### src/rtl/data_loader_seq_if.sv
// Handshake and observation bundle between a run requester and the data loader sequencer.
// master = requester side, slave = sequencer side.
`timescale 1ns/1ps
interface data_loader_seq_if #(
    parameter int CNT_W   = 8,
    parameter int EPOCH_W = 4
);
    logic               start;
    logic               abort;
    logic               stall;
    logic               coeff_only;
    logic               en_cc;
    logic               en_err;
    logic [CNT_W-1:0]   cnt;
    logic [EPOCH_W-1:0] epoch;
    logic               busy;
    logic               done;

    modport master (
        output start, abort, stall, coeff_only,
        input  en_cc, en_err, cnt, epoch, busy, done
    );

    modport slave (
        input  start, abort, stall, coeff_only,
        output en_cc, en_err, cnt, epoch, busy, done
    );
endinterface

### src/rtl/data_loader_seq.sv
// Training data-path sequencer: per epoch walks every sample index through a coefficient
// pass and (unless coeff-only) an error pass, with stall, abort and start/busy/done handshake.
`timescale 1ns/1ps
module data_loader_seq #(
    parameter int NUM_SAMPLES = 150,
    parameter int CNT_W       = 8,
    parameter int EPOCHS      = 1,
    parameter int EPOCH_W     = 4
) (
    input  logic               clk,
    input  logic               rst_n,
    data_loader_seq_if.slave   bus
);

    typedef enum logic [2:0] {
        S_IDLE  = 3'd0,
        S_LOAD  = 3'd1,
        S_COEFF = 3'd2,
        S_ERROR = 3'd3,
        S_DONE  = 3'd4
    } state_t;

    localparam logic [CNT_W-1:0]   LAST_IDX   = CNT_W'(NUM_SAMPLES - 1);
    localparam logic [EPOCH_W-1:0] LAST_EPOCH = EPOCH_W'(EPOCHS - 1);

    state_t               state_r;
    logic [CNT_W-1:0]     cnt_r;
    logic [EPOCH_W-1:0]   epoch_r;
    logic                 mode_r;
    logic                 busy_r;
    logic                 done_r;
    logic                 cc_ph_r;
    logic                 err_ph_r;

    logic                 adv_s;
    logic                 last_idx_s;
    logic                 last_epoch_s;

    // Advance qualifier and end-of-pass / end-of-run detection
    always_comb begin
        adv_s        = ~bus.stall;
        last_idx_s   = (cnt_r == LAST_IDX);
        last_epoch_s = (epoch_r == LAST_EPOCH);
    end

    // Sequencer FSM with its counters and registered handshake outputs
    always_ff @(posedge clk or negedge rst_n) begin
        if (!rst_n) begin
            state_r  <= S_IDLE;
            cnt_r    <= '0;
            epoch_r  <= '0;
            mode_r   <= 1'b0;
            busy_r   <= 1'b0;
            done_r   <= 1'b0;
            cc_ph_r  <= 1'b0;
            err_ph_r <= 1'b0;
        end else if (bus.abort) begin
            // Abort beats stall, pass ends and a same-cycle start
            state_r  <= S_IDLE;
            cnt_r    <= '0;
            epoch_r  <= '0;
            mode_r   <= 1'b0;
            busy_r   <= 1'b0;
            done_r   <= 1'b0;
            cc_ph_r  <= 1'b0;
            err_ph_r <= 1'b0;
        end else begin
            case (state_r)
                S_IDLE: begin
                    cnt_r    <= '0;
                    epoch_r  <= '0;
                    done_r   <= 1'b0;
                    cc_ph_r  <= 1'b0;
                    err_ph_r <= 1'b0;
                    if (bus.start) begin
                        state_r <= S_LOAD;
                        mode_r  <= bus.coeff_only;
                        busy_r  <= 1'b1;
                    end else begin
                        state_r <= S_IDLE;
                        busy_r  <= 1'b0;
                    end
                end
                S_LOAD: begin
                    cnt_r   <= '0;
                    epoch_r <= '0;
                    state_r <= S_COEFF;
                    cc_ph_r <= 1'b1;
                end
                S_COEFF: begin
                    if (adv_s) begin
                        if (last_idx_s) begin
                            cnt_r <= '0;
                            if (!mode_r) begin
                                state_r  <= S_ERROR;
                                cc_ph_r  <= 1'b0;
                                err_ph_r <= 1'b1;
                            end else if (last_epoch_s) begin
                                state_r <= S_DONE;
                                cc_ph_r <= 1'b0;
                                done_r  <= 1'b1;
                            end else begin
                                epoch_r <= epoch_r + EPOCH_W'(1);
                            end
                        end else begin
                            cnt_r <= cnt_r + CNT_W'(1);
                        end
                    end else begin
                        cnt_r <= cnt_r;
                    end
                end
                S_ERROR: begin
                    if (adv_s) begin
                        if (last_idx_s) begin
                            cnt_r    <= '0;
                            err_ph_r <= 1'b0;
                            if (last_epoch_s) begin
                                state_r <= S_DONE;
                                done_r  <= 1'b1;
                            end else begin
                                state_r <= S_COEFF;
                                epoch_r <= epoch_r + EPOCH_W'(1);
                                cc_ph_r <= 1'b1;
                            end
                        end else begin
                            cnt_r <= cnt_r + CNT_W'(1);
                        end
                    end else begin
                        cnt_r <= cnt_r;
                    end
                end
                S_DONE: begin
                    // epoch is shown through DONE and cleared on entry to IDLE
                    state_r <= S_IDLE;
                    cnt_r   <= '0;
                    epoch_r <= '0;
                    done_r  <= 1'b0;
                    busy_r  <= 1'b0;
                end
                default: begin
                    state_r  <= S_IDLE;
                    cnt_r    <= '0;
                    epoch_r  <= '0;
                    mode_r   <= 1'b0;
                    busy_r   <= 1'b0;
                    done_r   <= 1'b0;
                    cc_ph_r  <= 1'b0;
                    err_ph_r <= 1'b0;
                end
            endcase
        end
    end

    // Phase flags are registered; only the per-cycle stall gates them
    assign bus.en_cc  = cc_ph_r  & adv_s;
    assign bus.en_err = err_ph_r & adv_s;
    assign bus.cnt    = cnt_r;
    assign bus.epoch  = epoch_r;
    assign bus.busy   = busy_r;
    assign bus.done   = done_r;

endmodule

### src/flat_wrapper.sv
// flat-port wrapper written by rule: the top's interface ports become plain ports
module data_loader_seq_flat 
#(
    parameter int NUM_SAMPLES = 150,
    parameter int CNT_W       = 8,
    parameter int EPOCHS      = 1,
    parameter int EPOCH_W     = 4
)
  (clk, rst_n, bus_start, bus_abort, bus_stall, bus_coeff_only, bus_en_cc, bus_en_err, bus_cnt, bus_epoch, bus_busy, bus_done);
  data_loader_seq_if #(.CNT_W(CNT_W), .EPOCH_W(EPOCH_W)) bus_i ();
  input  logic clk;
  input  logic rst_n;
  input wire logic [$bits(bus_i.start)-1:0] bus_start;
  input wire logic [$bits(bus_i.abort)-1:0] bus_abort;
  input wire logic [$bits(bus_i.stall)-1:0] bus_stall;
  input wire logic [$bits(bus_i.coeff_only)-1:0] bus_coeff_only;
  output wire logic [$bits(bus_i.en_cc)-1:0] bus_en_cc;
  output wire logic [$bits(bus_i.en_err)-1:0] bus_en_err;
  output wire logic [$bits(bus_i.cnt)-1:0] bus_cnt;
  output wire logic [$bits(bus_i.epoch)-1:0] bus_epoch;
  output wire logic [$bits(bus_i.busy)-1:0] bus_busy;
  output wire logic [$bits(bus_i.done)-1:0] bus_done;
  assign bus_i.start = bus_start;
  assign bus_i.abort = bus_abort;
  assign bus_i.stall = bus_stall;
  assign bus_i.coeff_only = bus_coeff_only;
  assign bus_en_cc = bus_i.en_cc;
  assign bus_en_err = bus_i.en_err;
  assign bus_cnt = bus_i.cnt;
  assign bus_epoch = bus_i.epoch;
  assign bus_busy = bus_i.busy;
  assign bus_done = bus_i.done;
  data_loader_seq #(.NUM_SAMPLES(NUM_SAMPLES), .CNT_W(CNT_W), .EPOCHS(EPOCHS), .EPOCH_W(EPOCH_W)) u_core (.clk(clk), .rst_n(rst_n), .bus(bus_i));
endmodule
### config.mk
export PLATFORM = sky130hd
export DESIGN_NAME = data_loader_seq_flat
export DESIGN_NICKNAME = d
export VERILOG_FILES = /design/src/rtl/data_loader_seq_if.sv /design/src/rtl/data_loader_seq.sv /design/src/flat_wrapper.sv
export SDC_FILE = /design/constraint.sdc
export NUM_CORES = 1
export LEC_CHECK = 0
export BUFFER_PORTS_ARGS = -buffer_cell sky130_fd_sc_hd__buf_2
export CELL_PAD_IN_SITES_DETAIL_PLACEMENT = 0
export CELL_PAD_IN_SITES_GLOBAL_PLACEMENT = 2
export CORE_UTILIZATION = 35
export DETAILED_ROUTE_END_ITERATION = 12
export GPL_ROUTABILITY_DRIVEN = 0
export GPL_TIMING_DRIVEN = 0
export PLACE_DENSITY = 0.83
export SYNTH_ARGS = -nofsm -noshare
export SYNTH_HDL_FRONTEND = slang
export SYNTH_SLANG_ARGS = --single-unit
export TNS_END_PERCENT = 5
### constraint.sdc
create_clock -name clk -period 5 [get_ports clk]
set_input_delay 0.5 -clock clk [delete_from_list [all_inputs] [get_ports clk]]
set_output_delay 0.5 -clock clk [all_outputs]
set_load 0.05 [all_outputs]
==> run metrics, run 1 <==
worst vdd ir roughly 140 uV; Area growth syn-to-layout 17.6%; R2R cell count 5; DRT iter0 DRCs 29; Required @ worst endpoint approximately 5200 ps; skew final around 6 ps; antenna viol nets, final 0; setup_tns 0 ps; kind of critical path flop to flop; CTS sink count 20; leakage around 0.6 nW; Cell Area, Synth between 1000 and 1500 sq um; crit path cell chain or4b_4, or2_0, clkbuf_2, or4_1, a21oi_1; Ports 22; WP data arrival ~2400 ps; FMAX about 470 MHz; Die H around 60 microns; max incr delay on CP a little under 600 ps; nets@finish roughly 170; Post-Synth Simple-Gate Area 0.275; ratio of cells with drive above 1 in the final layout 0.195; Hold Fails Final Rpt 0; FP Rows 20; period utilisation layout 0.425; Initial Util 0.377; CTS tree built; Distinct cells, synth approximately 40; Clk pwr share 0.295; CP Capture Type flop; core area 3130 sq um; run status completed; xor/xnor cell area share of the yosys netlist 0.0520; # hold bufs at CTS 0; die width about 60 microns; max-slew violations 0; final setup violation count 0; register share of total power 0.408; DR WL/cell ~13 microns; Synth Area in Adders 0.0425; vias in the first global route between 900 and 1,000; post-synthesis net count between 100 and 150; #FFs+latches synth 20; slowest CP cell or4b_4; DRC Markers 0; final hold slack approximately 120 ps; critical-path maximum fanout 8; Pre-Repair DR Iteration Count 6; min Tclk post-route ~2100 ps; PD cells between 300 and 400 nW/um^2; clk slew on worst S/H paths 130 ps; post-CTS sizing 0; complex-gate fraction of the synthesized area 0.148; top_reg_cell synth dfrtp_1; largest net degree at the start of global routing 21; Startpoint Class flop; fin cells 198; CTS buffer count 3; global-route wire length before repair roughly 4700 microns; Mean Syn Cell Area a little over 9 sq um; DP HPWL 1930 microns; EDFF count, synth 0; ys async rst share 1.00; post-synthesis cell count 130; Net Sw Frac 0.349; I/O Buffers 20; RSZ-0062 raised after global routing false; GRT overflow 0; overall routing resource usage 0.175; largest family of logic cells by synthesized area simple AND/OR/NAND/NOR gates; die area about 3600 sq um; Clock Path Buffers 2; mux cell area share after synthesis 0.00955; Logic pwr share 0.297; Synth Warn # 0; Pint 0.301 mW; htree depth 1; Post-CTS Setup Bufs 0; CTS Root Buffer Type clkbuf_4; DR vias/cell between 5 and 6; total number of vias a little over 1,000; Placed Instances 194; post-synthesis sequential area ratio 0.425; antenna violations before repair 0; Min-Delay Path Class input pin to asynchronous set/reset pin; actual slew at the worst max-slew pin 591 ps; Skew-Pair Late Insertion Delay 310 ps; Switch Pwr approximately 0.16 mW; drt total wl approximately 2700 microns; max-cap viol count 0; number of diodes 0; relative slew slack 0.604
==> sequential cells by signal, summed over array words and instances, names as in the netlist <==
signal and cells:
u_core.cc_ph_r 1, u_core.err_ph_r 1, u_core.bus.epoch 4, u_core.mode_r 1, u_core.state_r 3, u_core.bus.busy 1
u_core.bus.cnt 8, u_core.bus.done 1
==> metal layers <==
layer  GRT usage  routed length [microns]  up-vias
met5           0                        0        -
met4      0.0664                       27        0
met3      0.0260                       82        4
met2       0.257                     1130       21
met1       0.257                     1420      483
li1            -                        -      509
==> layout by cell type (no fill, tap or decap), drive strengths merged, types with 2 or more instances in the layout <==
cell    Yosys  layout
nand2      10      10
nor4        2       2
or2         2       2
nor2b       4       4
a32oi       2       2
ha          4       4
nand2b      2       2
inv         7       7
nor2       13      13
xnor2       5       5
xor2        2       2
buf         1      21
a21oi       9       9
dfrtp      20      20
nor3        4       4
or4         2       2
nor3b       3       3
clkbuf      5       8
nand3       2       2
nand3b      2       2
nand4       3       3
o21ai       8       8
o31ai       2       2
or3         2       2
==> metrics by stage <==
step / util / power (mW) / setup slack [ps] / instance area [sq um]
global placement: 0.426 / 0.329 / 2800 / 1330
CTS: 0.443 / 0.466 / 2860 / 1390
finish: 0.443 / 0.463 / 2870 / 1390
detailed placement: 0.426 / 0.329 / 2770 / 1330
floorplan: - / 0.292 / 2760 / 1180
global route: 0.443 / 0.497 / 2740 / 1390
==> power by group through the flow <==
stage	combinational [mW]	sequential (mW)	clock (mW)
2_1_floorplan	0.0915	0.200	0
3_3_place_gp	0.138	0.191	0
3_5_place_dp	0.138	0.191	0
4_1_cts	0.139	0.188	0.139
5_1_grt	0.157	0.192	0.148
6_report	0.138	0.189	0.137
==> final cells by class <==
type | count | area (sq um)
fillers | 333 | 1740
multi-input cells | 97 | 621
flip-flops and latches | 20 | 500
repair buffers | 20 | 100
well taps | 44 | 55.1
plain buffers | 6 | 31.3
clock inverters | 1 | 30.0
inverters | 7 | 26.3
clock buffers | 3 | 22.5
==> logic make-up after synthesis <==
group | after synthesis
adders and majority gates | 4
muxes | 1
AOI/OAI and AO/OA | 28
DFF | 20
buffers and inverters | 13
and+or+nand+nor | 57
xor gates and xnor gates | 7
==> path summary, 6_finish.rpt <==
path	startpoint	to	slack (ps)
max reg2reg	u_core.bus.cnt[3]	u_core.bus.epoch[2]	2870
min reg2reg	u_core.cc_ph_r	u_core.cc_ph_r	510
min in group clk	bus_stall	u_core.bus.cnt[1]	440
max	u_core.bus.cnt[3]	u_core.bus.epoch[2]	2870
max in group asynchronous	rst_n	u_core.bus.busy	4560
min	rst_n	u_core.bus.cnt[5]	120
==> cells in the mapped netlist (3+ instances only) <==
master	number	area, sq um
nor2_1	13	48.8
ha_1	4	50.1
a21oi_1	9	45.0
o21ai_0	7	35.0
nor3_1	4	20.0
inv_1	7	26.3
nor2b_1	4	25.0
dfrtp_1	20	500
nor3b_1	3	22.5
clkbuf_1	4	15.0
xnor2_1	5	43.8
nand2_1	10	37.5
nand4_1	3	18.8
==> critical path, delay by kind of cell (launching register included) <==
kind / cells / cell delay, ps
simple gates: 3 / 1270
buf+inv: 1 / 180
compound gates: 1 / 140
flops: 1 / 460
No activity file was read; power rests on OpenSTA's default activity.
==> inputs of run 2 (changes only) <==
ABC_AREA = 1   (was unset)
CORE_UTILIZATION = 31   (was 35)
PLACE_DENSITY = 0.79   (was 0.83)
clock period = 2.2 ns   (was 5 ns; I/O delays follow)
==> run 2 against run 1 <==
Non-clock buffer count shrank 4. Flip-flop and latch count unchanged. Power grew to 3.3 times the previous value. Area after synthesis is 7.1% higher. Hold slack gained 110 ps. First-iteration DRC count is 34% higher. Critical endpoint unchanged.
==> run metrics, run 2 <==
max-slew violations 0 (unchanged); Area growth syn-to-layout 17.1%; min Tclk post-route 1500 ps (-630 ps); CP Capture Type flop; critical-path maximum fanout 8 (unchanged); htree depth 1 (unchanged); number of diodes 0 (unchanged); Distinct cells, synth 23 (-44%); GR Util met2 0.272 (+0.0145); DP HPWL 2150 microns (+11%); ys async rst share 1.00 (unchanged); nets@finish 206 (+25%); PD cells 1020 nW/um^2 (+210%); top_reg_cell synth dfrtp_1; R2R Path Start u_core.bus.epoch[0]; setup_tns 0 ps (unchanged); setup ws final 703 ps (-2170 ps); max FFs per register 8 (unchanged); core area 3770 sq um (+21%); FMAX 668 MHz (+42%); run status completed; overall routing resource usage 0.155 (-0.0197); DRT iter0 DRCs 39 (+34%); CTS buffer count 3 (unchanged); commonest cells in the netlist 41 x nand2_1, 22 x inv_1, 21 x nor2_1; CTS Root Buffer Type clkbuf_8; period utilisation layout 0.681 (+0.255); FP Rows 22 (+10%); Clock Path Buffers 2 (unchanged); DR WL/cell 11.4 microns (-15%); largest net degree at the start of global routing 21 (unchanged); Skew-Pair Late Insertion Delay 260 ps (-50 ps); max-cap viol count 0 (unchanged); global-route wire length before repair 5200 microns (+12%); CP endpoint u_core.bus.epoch[2]; CTS tree built; ratio of cells with drive above 1 in the final layout 0.232 (+0.0372); total number of vias 1,134 (+12%); GRT overflow 0 (unchanged); DR vias/cell 4.69 (-8.8%); antenna violations before repair 0 (unchanged); kind of critical path flop to flop; hold depth 3; post-synthesis net count 179 (+28%); post-synthesis sequential area ratio 0.396 (-0.0282); Die H 65.8 microns (+9.6%); actual slew at the worst max-slew pin 475 ps (-116 ps); clk slew on worst S/H paths 70 ps (-60 ps); #FFs+latches synth 20 (unchanged); Synth top area share 0.396 (-0.0282); Initial Util 0.335 (-0.0420); Ports 22 (unchanged); WP data arrival 1680 ps (-690 ps); Synth Warn # 0 (unchanged); RSZ-0062 raised after global routing false; Min-Delay Path Class input pin to flop; relative slew slack 0.684 (+0.0800); leakage 0.754 nW (+28%); R2R Path End u_core.bus.epoch[2]; Worst R2R Setup Slack 700 ps (-2170 ps); Final Power 1.51 mW (+230%); area leader, netlist dfrtp_1; most common cell after layout, fill and taps aside nand2_1; GR Util met3 0.0224 (-0.00356); most common cell in the netlist nand2_1; met1 Track Usage GR 0.188 (-0.0689); final setup violation count 0 (unchanged); Mean Syn Cell Area 7.47 sq um (-18%); Startpoint Class flop; R2R cell count 9 (+4); Synth area leaders dfrtp_1 40%, nand2_1 12%, inv_1 6.5%; vias in the first global route 1,192 (+24%); post-synthesis cell count 169 (+30%); Cell Area, Synth 1260 sq um (+7.1%); CTS sink count 20 (unchanged); Pre-Repair DR Iteration Count 4 (-2); gr busiest metal met2; antenna viol nets, final 0 (unchanged); Setup WS pre-CTS 705 ps (-2070 ps); drt total wl 2770 microns (+3.9%); die area 4330 sq um (+20%); die width 65.8 microns (+9.6%); most frequent cells in the layout 41 x nand2_1, 22 x inv_1, 21 x nor2_1, 21 x buf_2, 20 x dfrtp_1; DRC Markers 0 (unchanged); I/O Buffers 21 (+5.0%); CP Launch Point u_core.bus.epoch[0]; skew final 0.799 ps (-5.21 ps); Required @ worst endpoint 2390 ps (-2850 ps); EDFF count, synth 0 (unchanged); worst vdd ir 381 uV (+170%); Hold Fails Final Rpt 0 (unchanged)
run 2: how the worst min path moves through the flow:
| stage | startpoint | end |
|---|---|---|
| 4_1_cts | bus_coeff_only | u_core.mode_r |
| 5_1_grt | bus_coeff_only | u_core.mode_r |
| 3_5_place_dp | rst_n | u_core.bus.cnt[3] |
| 6_report | bus_coeff_only | u_core.mode_r |
| 3_3_place_gp | rst_n | u_core.bus.cnt[3] |
| 2_1_floorplan | rst_n | u_core.bus.busy |
run 2: cell type report:
cell class,instances,area (sq um)
repair buffers,22,115
clock buffers,3,41.3
well taps,48,60.1
multi-input cells,123,664
flip-flops and latches,20,500
inverters,26,97.6
fillers,406,2290
run 2: routing by layer:
layer / wire, microns / part of all wire
met1: 1300 / 0.47
met2: 1330 / 0.48
met3: 95 / 0.034
met4: 40 / 0.014
met5: 0 / 0
run 2: logic make-up after synthesis:
logic type | synth area share
AND/OR/NAND/NOR | 0.390
buffers and inverters | 0.0773
AO/OA/AOI/OAI | 0.0902
flip-flops | 0.396
adder cells (fa/ha/maj) | 0.0396
XOR/XNOR | 0.00694
run 2: power breakdown:
group          internal [mW]  switching [mW]  total, mW
sequential             0.439           0.101      0.541
combinational          0.217           0.513      0.730
clock                  0.122           0.119      0.241
run 2: timing repair:
action | CTS | global route
setup buffers | 0 | 0
gates resized for setup | 0 | 0
endpoints found under the hold margin | 20 | 0
hold buffers | 1 | 0
run 2: per-stage QoR:
step                area (sq um)  instances   util  hold WS, ps
finish                      1480        242  0.392          226
global route                1480        242  0.392          253
CTS                         1480        242  0.392          223
detailed placement          1430        238  0.379          207
global placement            1430        238  0.379          210
floorplan                   1260        169      -        -75.6
run 2: critical path, stage by stage (launching register included):
cell	delay [ps]
dfrtp_1	440
inv_1	80
ha_1	220
nand2_1	110
nor2_4	50
nand2_1	90
nand2_2	70
nor2_4	200
nand2_1	70
o21ai_1	80
